==> config.mk <==
export PLATFORM = sky130hd
export DESIGN_NAME = rename_table_flat
export DESIGN_NICKNAME = d
export VERILOG_FILES = /design/src/rtl/rename_table_pkg.sv /design/src/rtl/rename_table_if.sv /design/src/rtl/rename_free_list.sv /design/src/rtl/rename_table.sv /design/src/flat_wrapper.sv
export SDC_FILE = /design/constraint.sdc
export NUM_CORES = 1
export LEC_CHECK = 0
export BUFFER_PORTS_ARGS = -buffer_cell sky130_fd_sc_hd__buf_4
export CORE_MARGIN = 3
export CORE_UTILIZATION = 40
export CTS_BUF_LIST = sky130_fd_sc_hd__clkbuf_16
export CTS_CLUSTER_SIZE = 28
export DETAILED_ROUTE_END_ITERATION = 7
export GPL_TIMING_DRIVEN = 0
export SYNTH_ARGS = -nofsm -noshare
export SYNTH_HDL_FRONTEND = slang
export SYNTH_SLANG_ARGS = --single-unit
==> constraint.sdc <==
create_clock -name clk -period 6.9 [get_ports clk]
set_clock_uncertainty 0.05 [all_clocks]
set_input_delay 0.345 -clock clk [delete_from_list [all_inputs] [get_ports clk]]
set_output_delay 0.345 -clock clk [all_outputs]
set_load 0.02 [all_outputs]
==> src/rtl/rename_table_pkg.sv <==
// Shared constants and helpers for the register alias table write side.
package rename_table_pkg;

    localparam int DEF_PR_ADDR_W      = 5;
    localparam int DEF_NUM_PHYS       = 32;
    localparam int DEF_FL_DEPTH       = 32;
    localparam int ARCH_W             = 4;
    localparam int NUM_ARCH_RENAMED   = 10;
    localparam int FIRST_RENAMED_ARCH = 2;
    localparam int FIRST_FREE_PHYS    = FIRST_RENAMED_ARCH + NUM_ARCH_RENAMED;

    // Arch 0/1 are hardwired constants; 12..15 do not exist and get the same treatment.
    function automatic logic is_renamed(input logic [ARCH_W-1:0] arch);
        return (arch >= ARCH_W'(FIRST_RENAMED_ARCH)) && (arch < ARCH_W'(FIRST_FREE_PHYS));
    endfunction

endpackage

==> src/rtl/rename_table_if.sv <==
// Allocation / writeback / free handshake and RAT view between rename and the alias table.
interface rename_table_if #(
    parameter int PR_ADDR_W = rename_table_pkg::DEF_PR_ADDR_W
);
    import rename_table_pkg::*;

    logic                                  alloc_valid;
    logic [ARCH_W-1:0]                     alloc_arch;
    logic                                  alloc_ready;
    logic [PR_ADDR_W-1:0]                  alloc_phys;
    logic [PR_ADDR_W-1:0]                  alloc_old_phys;
    logic                                  wb_valid;
    logic [PR_ADDR_W-1:0]                  wb_phys;
    logic                                  free_valid;
    logic [PR_ADDR_W-1:0]                  free_phys;
    logic [NUM_ARCH_RENAMED-1:0]           rat_done;
    logic [PR_ADDR_W*NUM_ARCH_RENAMED-1:0] rat_aliases;
    logic [PR_ADDR_W:0]                    fl_count;

    modport master (
        output alloc_valid, alloc_arch, wb_valid, wb_phys, free_valid, free_phys,
        input  alloc_ready, alloc_phys, alloc_old_phys, rat_done, rat_aliases, fl_count
    );

    modport slave (
        input  alloc_valid, alloc_arch, wb_valid, wb_phys, free_valid, free_phys,
        output alloc_ready, alloc_phys, alloc_old_phys, rat_done, rat_aliases, fl_count
    );

endinterface

==> src/rtl/rename_free_list.sv <==
// FIFO of unallocated physical registers, preloaded at reset with the non-architectural ones.
module rename_free_list
    import rename_table_pkg::*;
#(
    parameter int PR_ADDR_W = DEF_PR_ADDR_W,
    parameter int FL_DEPTH  = DEF_FL_DEPTH,
    parameter int NUM_PHYS  = DEF_NUM_PHYS
) (
    input  logic                 clk,
    input  logic                 rst_n,
    input  logic                 push,
    input  logic [PR_ADDR_W-1:0] push_phys,
    input  logic                 pop,
    output logic [PR_ADDR_W-1:0] head,
    output logic [PR_ADDR_W:0]   count
);

    localparam int PTR_W   = $clog2(FL_DEPTH);
    localparam int PRELOAD = NUM_PHYS - FIRST_FREE_PHYS;

    logic [PR_ADDR_W-1:0] mem_q [FL_DEPTH];
    logic [PTR_W-1:0]     head_ptr;
    logic [PTR_W-1:0]     tail_ptr;
    logic [PR_ADDR_W:0]   count_q;
    logic                 push_ok;
    logic                 pop_ok;

    // A full list silently drops the push; an empty list ignores the pop.
    assign push_ok = push && (count_q != (PR_ADDR_W+1)'(FL_DEPTH));
    assign pop_ok  = pop && (count_q != '0);

    always_ff @(posedge clk or negedge rst_n) begin
        if (!rst_n) begin
            for (int unsigned i = 0; i < FL_DEPTH; i++) begin
                mem_q[i] <= (i < unsigned'(PRELOAD)) ? PR_ADDR_W'(i + FIRST_FREE_PHYS) : '0;
            end
            head_ptr <= '0;
            tail_ptr <= PTR_W'(PRELOAD);
            count_q  <= (PR_ADDR_W+1)'(PRELOAD);
        end else begin
            if (push_ok) begin
                mem_q[tail_ptr] <= push_phys;
                tail_ptr        <= tail_ptr + 1'b1;
            end
            if (pop_ok) begin
                head_ptr <= head_ptr + 1'b1;
            end
            case ({push_ok, pop_ok})
                2'b10:   count_q <= count_q + 1'b1;
                2'b01:   count_q <= count_q - 1'b1;
                default: count_q <= count_q;
            endcase
        end
    end

    assign head  = mem_q[head_ptr];
    assign count = count_q;

endmodule

==> src/rtl/rename_table.sv <==
// Register alias table write side: allocates phys destinations, tracks done bits, recycles freed regs.
module rename_table
    import rename_table_pkg::*;
#(
    parameter int PR_ADDR_W = DEF_PR_ADDR_W,
    parameter int NUM_PHYS  = DEF_NUM_PHYS,
    parameter int FL_DEPTH  = DEF_FL_DEPTH
) (
    input  logic           clk,
    input  logic           rst_n,
    rename_table_if.slave  rt
);

    logic [PR_ADDR_W-1:0]        alias_q [NUM_ARCH_RENAMED];
    logic [NUM_ARCH_RENAMED-1:0] done_q;
    logic [PR_ADDR_W-1:0]        fl_head;
    logic [PR_ADDR_W:0]          fl_cnt;
    logic                        renamed;
    logic                        fl_empty;
    logic                        fire;
    logic                        push;

    assign renamed  = is_renamed(rt.alloc_arch);
    assign fl_empty = (fl_cnt == '0);
    assign fire     = rt.alloc_valid && renamed && !fl_empty;
    assign push     = rt.free_valid && (rt.free_phys > PR_ADDR_W'(1));

    rename_free_list #(
        .PR_ADDR_W (PR_ADDR_W),
        .FL_DEPTH  (FL_DEPTH),
        .NUM_PHYS  (NUM_PHYS)
    ) u_free_list (
        .clk       (clk),
        .rst_n     (rst_n),
        .push      (push),
        .push_phys (rt.free_phys),
        .pop       (fire),
        .head      (fl_head),
        .count     (fl_cnt)
    );

    always_comb begin
        rt.alloc_ready    = 1'b1;
        rt.alloc_phys     = '0;
        rt.alloc_old_phys = '0;
        if (renamed) begin
            rt.alloc_ready = !fl_empty;
            rt.alloc_phys  = fl_head;
            for (int unsigned i = 0; i < NUM_ARCH_RENAMED; i++) begin
                if (rt.alloc_arch == ARCH_W'(i + FIRST_RENAMED_ARCH)) begin
                    rt.alloc_old_phys = alias_q[i];
                end
            end
        end
    end

    // Allocation is written after the writeback CAM so it wins on the same entry.
    always_ff @(posedge clk or negedge rst_n) begin
        if (!rst_n) begin
            for (int unsigned i = 0; i < NUM_ARCH_RENAMED; i++) begin
                alias_q[i] <= PR_ADDR_W'(i + FIRST_RENAMED_ARCH);
            end
            done_q <= '1;
        end else begin
            for (int unsigned i = 0; i < NUM_ARCH_RENAMED; i++) begin
                if (rt.wb_valid && (alias_q[i] == rt.wb_phys)) begin
                    done_q[i] <= 1'b1;
                end
                if (fire && (rt.alloc_arch == ARCH_W'(i + FIRST_RENAMED_ARCH))) begin
                    alias_q[i] <= fl_head;
                    done_q[i]  <= 1'b0;
                end
            end
        end
    end

    always_comb begin
        rt.rat_aliases = '0;
        for (int unsigned i = 0; i < NUM_ARCH_RENAMED; i++) begin
            rt.rat_aliases[i*PR_ADDR_W +: PR_ADDR_W] = alias_q[i];
        end
    end

    assign rt.rat_done = done_q;
    assign rt.fl_count = fl_cnt;

    a_legal_arch: assert property (@(posedge clk) disable iff (!rst_n)
        rt.alloc_valid |-> (rt.alloc_arch < ARCH_W'(FIRST_FREE_PHYS)));
    a_legal_free: assert property (@(posedge clk) disable iff (!rst_n)
        rt.free_valid |-> (rt.free_phys > PR_ADDR_W'(1)));
    a_no_overflow: assert property (@(posedge clk) disable iff (!rst_n)
        rt.free_valid |-> (fl_cnt != (PR_ADDR_W+1)'(FL_DEPTH)));

endmodule

==> src/flat_wrapper.sv <==
// flat-port wrapper written by rule: the top's interface ports become plain ports
module rename_table_flat import rename_table_pkg::*;
#(
    parameter int PR_ADDR_W = DEF_PR_ADDR_W,
    parameter int NUM_PHYS  = DEF_NUM_PHYS,
    parameter int FL_DEPTH  = DEF_FL_DEPTH
)
  (clk, rst_n, rt_alloc_valid, rt_alloc_arch, rt_wb_valid, rt_wb_phys, rt_free_valid, rt_free_phys, rt_alloc_ready, rt_alloc_phys, rt_alloc_old_phys, rt_rat_done, rt_rat_aliases, rt_fl_count);
  rename_table_if #(.PR_ADDR_W(PR_ADDR_W)) rt_i ();
  input  logic clk;
  input  logic rst_n;
  input wire logic [$bits(rt_i.alloc_valid)-1:0] rt_alloc_valid;
  input wire logic [$bits(rt_i.alloc_arch)-1:0] rt_alloc_arch;
  input wire logic [$bits(rt_i.wb_valid)-1:0] rt_wb_valid;
  input wire logic [$bits(rt_i.wb_phys)-1:0] rt_wb_phys;
  input wire logic [$bits(rt_i.free_valid)-1:0] rt_free_valid;
  input wire logic [$bits(rt_i.free_phys)-1:0] rt_free_phys;
  output wire logic [$bits(rt_i.alloc_ready)-1:0] rt_alloc_ready;
  output wire logic [$bits(rt_i.alloc_phys)-1:0] rt_alloc_phys;
  output wire logic [$bits(rt_i.alloc_old_phys)-1:0] rt_alloc_old_phys;
  output wire logic [$bits(rt_i.rat_done)-1:0] rt_rat_done;
  output wire logic [$bits(rt_i.rat_aliases)-1:0] rt_rat_aliases;
  output wire logic [$bits(rt_i.fl_count)-1:0] rt_fl_count;
  assign rt_i.alloc_valid = rt_alloc_valid;
  assign rt_i.alloc_arch = rt_alloc_arch;
  assign rt_i.wb_valid = rt_wb_valid;
  assign rt_i.wb_phys = rt_wb_phys;
  assign rt_i.free_valid = rt_free_valid;
  assign rt_i.free_phys = rt_free_phys;
  assign rt_alloc_ready = rt_i.alloc_ready;
  assign rt_alloc_phys = rt_i.alloc_phys;
  assign rt_alloc_old_phys = rt_i.alloc_old_phys;
  assign rt_rat_done = rt_i.rat_done;
  assign rt_rat_aliases = rt_i.rat_aliases;
  assign rt_fl_count = rt_i.fl_count;
  rename_table #(.PR_ADDR_W(PR_ADDR_W), .NUM_PHYS(NUM_PHYS), .FL_DEPTH(FL_DEPTH)) u_core (.clk(clk), .rst_n(rst_n), .rt(rt_i));
endmodule
==> metrics.txt <==
outcome=complete, no violations; cell with the most instances after synthesis=mux2_2; Pins Over Slew Limit=0; die footprint=32430 µm²; critical path capture point type=output port; fillers=2720; top_reg_cell synth=dfrtp_1; sequential fraction of the synthesis area=0.4967; core footprint=29720 µm²; Avg WL per Cell=23.06 µm; CTS tree=done; CP Max Fanout=10; top cells by count, synth=208 x mux2_2, 143 x dfrtp_1, 93 x dfstp_2; Residual DRC=0; synthesized net count=989; hold_sp=rt_free_phys[2]; final hold vios=0; count of cell types in the netlist=55; reg2reg path depth=10; Sw Share=0.4009; Final Non-Filler Cells=1486; Total GRT Usage=0.2065; min Tclk post-route=3.975 ns; final period utilization=0.5760; Logic pwr share=0.449; Sequential Power Share=0.377; chip width=180.1 µm; Clock power frac=0.175; initial antenna violation count=1; first drt pass iteration count=6; mapped cell area=12120 µm²; clock sink count=236; standard-cell row count=63; antenna-violating nets left=0; die height=180.1 µm; post-synth top area share=0.2952; Hold Crit Endpoint=u_core.u_free_list.mem_q[22]; placed instance count=1438; max-cap violation count=0; WP data arrival=3.58 ns; number of global-route vias before repair=8382; CTS clk-pin slew, worst paths=0.06 ns; Num CTS Buffers=26; Layout Nets=1107; setup tns final=0 ns; maximum buffer depth of the clock tree=3; Max IR drop VDD=0.2166 mV; number of port buffers=87; Power Density=498.8 nW/µm²; Startpoint Class=register; Post-synth ARST share=1.000; Reg2Reg Setup Slack=3.33 ns; first-pass GRT wire length=52460 µm; WHS Path Cells=2; Setup Buffers After CTS=0; cell taking the most area after synthesis=dfrtp_1; DRT Wirelength=34270 µm; leak pwr=6.231 nW; Worst Max-Slew Pin Slew=1.045 ns; final setup fails=0; Worst-Skew Late Latency=0.54 ns; EDFF count, synth=0; synth warn=0; drt via density=5.618; IO Pins=96; RSZ-0062 raised after global routing=no; Via Count=8348; Synth Register Bits=236; Gate Count Post-Synth=959; sw power=2.817 mW; Syn-to-layout area delta=16.20%; Placed Area=13330 µm²; Syn Area/Cell=12.64 µm²; grt ovf=0; Final Cell Area=14090 µm²; post-DP HPWL=23590 µm; Int Power=4.210 mW; slowest stage delay, CP=0.54 ns; largest net degree at the start of global routing=93; Initial Util=0.4079; Initial DRC Count=737; relative slew slack=0.3031; H-tree depth=1; reg-to-reg endpoint=u_core.u_free_list.count[5]; Critical Path RT=6.50 ns; Root Buffer=clkbuf_16; FF-to-FF Start=u_core.u_free_list.count[0]; Crit Path Class=reg -> out; CP max-delay cell=nor4_1; Worst Hold Class=in -> reg; layout cells sized above 1=0.4434; worst path cell trace=buf_2 -> nor2b_1 -> clkbuf_1 -> buf_2 -> a22oi_1 -> a21oi_1 -> nor4_1 -> clkbuf_2 -> nor2b_1 -> buf_4; Max Freq=0.2516 GHz; Antenna Cells=0; GPL Wtd Cong=0.9173; top post-synthesis cells by area=dfrtp_1 30%, dfstp_2 20%, mux2_2 19%, mux2i_1 6.7%, xor2_1 3.1%
-- cells in the final DEF, fill, tap and decap left out, drive strengths merged, types with 29 or more instances in the layout --
master  instances
mux2i          81
dfstp          93
a22oi          36
a21oi          29
nand2          30
xor2           43
mux2          212
buf           119
clkbuf         56
nor2           29
dfrtp         143
-- power by group through the flow --
stage	sequential, mW	combinational (mW)	clock, mW
2_1_floorplan	2.74	1.83	0
3_3_place_gp	2.64	3.08	0
3_5_place_dp	2.66	3.13	0
4_1_cts	2.64	3.14	1.26
5_1_grt	2.73	3.36	1.32
6_report	2.65	3.15	1.23
-- critical path, delay by kind of cell, from the launching register on --
family	cells	cell delay, ns
buffers and inverters	5	1.34
and+or+nand+nor	3	0.87
AOI/OAI and AO/OA	2	0.46
DFF	1	0.37
-- metrics by stage --
stage / power, mW / worst slack [ns] / utilization / hold slack (ns)
floorplan: 4.564 / 3.799 / - / -0.0005911
global placement: 5.726 / 3.160 / 0.4463 / 0.4227
detailed placement: 5.793 / 3.153 / 0.4484 / 0.3044
CTS: 7.043 / 2.936 / 0.4738 / 0.08145
global route: 7.409 / 2.745 / 0.4740 / 0.09030
finish: 7.027 / 2.925 / 0.4740 / 0.1076
-- registers in the layout, summed over array words and instances, names as in the netlist --
name                         count
u_core.u_free_list.tail_ptr      5
u_core.u_free_list.head_ptr      5
u_core.u_free_list.mem_q       160
u_core.u_free_list.count         6
u_core.rt.rat_done              10
u_core.rt.rat_aliases           50
-- kinds of logic after synthesis --
logic type                 after synthesis  synth area share
muxes                                  298            0.2731
DFF                                    236            0.4967
and+or+nand+nor                        156           0.07854
AOI/OAI and AO/OA                      121           0.06564
buffers and inverters                   75           0.02921
xor gates and xnor gates                62           0.04479
adders and majority gates               11           0.01197
-- layout make-up --
cell class | instances | area [µm²] | area share
inverter | 15 | 56.30 | 0.003997
sequential | 236 | 6022 | 0.4275
timing repair buffer | 90 | 725.7 | 0.05151
buffer | 60 | 297.8 | 0.02114
clock buffer | 26 | 650.6 | 0.04619
tap | 390 | 488.0 | 0.03464
clock inverter | 21 | 93.84 | 0.006661
multi-input combinational | 648 | 5753 | 0.4084
-- timing repair --
action | CTS | global route
endpoints found under the setup margin | 0 | 0
endpoints found under the hold margin | 40 | 0
hold buffers | 1 | 0
resized for setup | 0 | 0
-- routing by layer --
metal  wire (µm)  part of all wire  vias to the layer above  global-route usage
met5           0                 0                        -                   0
met4         890             0.026                        0             0.05619
met3        2024             0.059                       60             0.03553
met2       15100              0.44                      262              0.3114
met1       16250              0.47                     4284              0.3085
li1            -                 -                     3742                   -
-- worst max-delay path by stage --
stage,from,end,slack (ns),cells past startpoint
3_5_place_dp,rt_alloc_arch[2],u_core.u_free_list.count[5],3.15,11
2_1_floorplan,u_core.u_free_list.count[0],u_core.u_free_list.count[5],3.80,10
6_report,u_core.u_free_list.head_ptr[1],rt_alloc_phys[4],2.93,10
3_3_place_gp,rt_alloc_arch[2],u_core.u_free_list.count[5],3.16,11
5_1_grt,u_core.u_free_list.head_ptr[1],rt_alloc_phys[2],2.74,9
4_1_cts,u_core.u_free_list.head_ptr[1],rt_alloc_phys[4],2.94,10
Note: power is estimated with default switching activity, not from simulation.
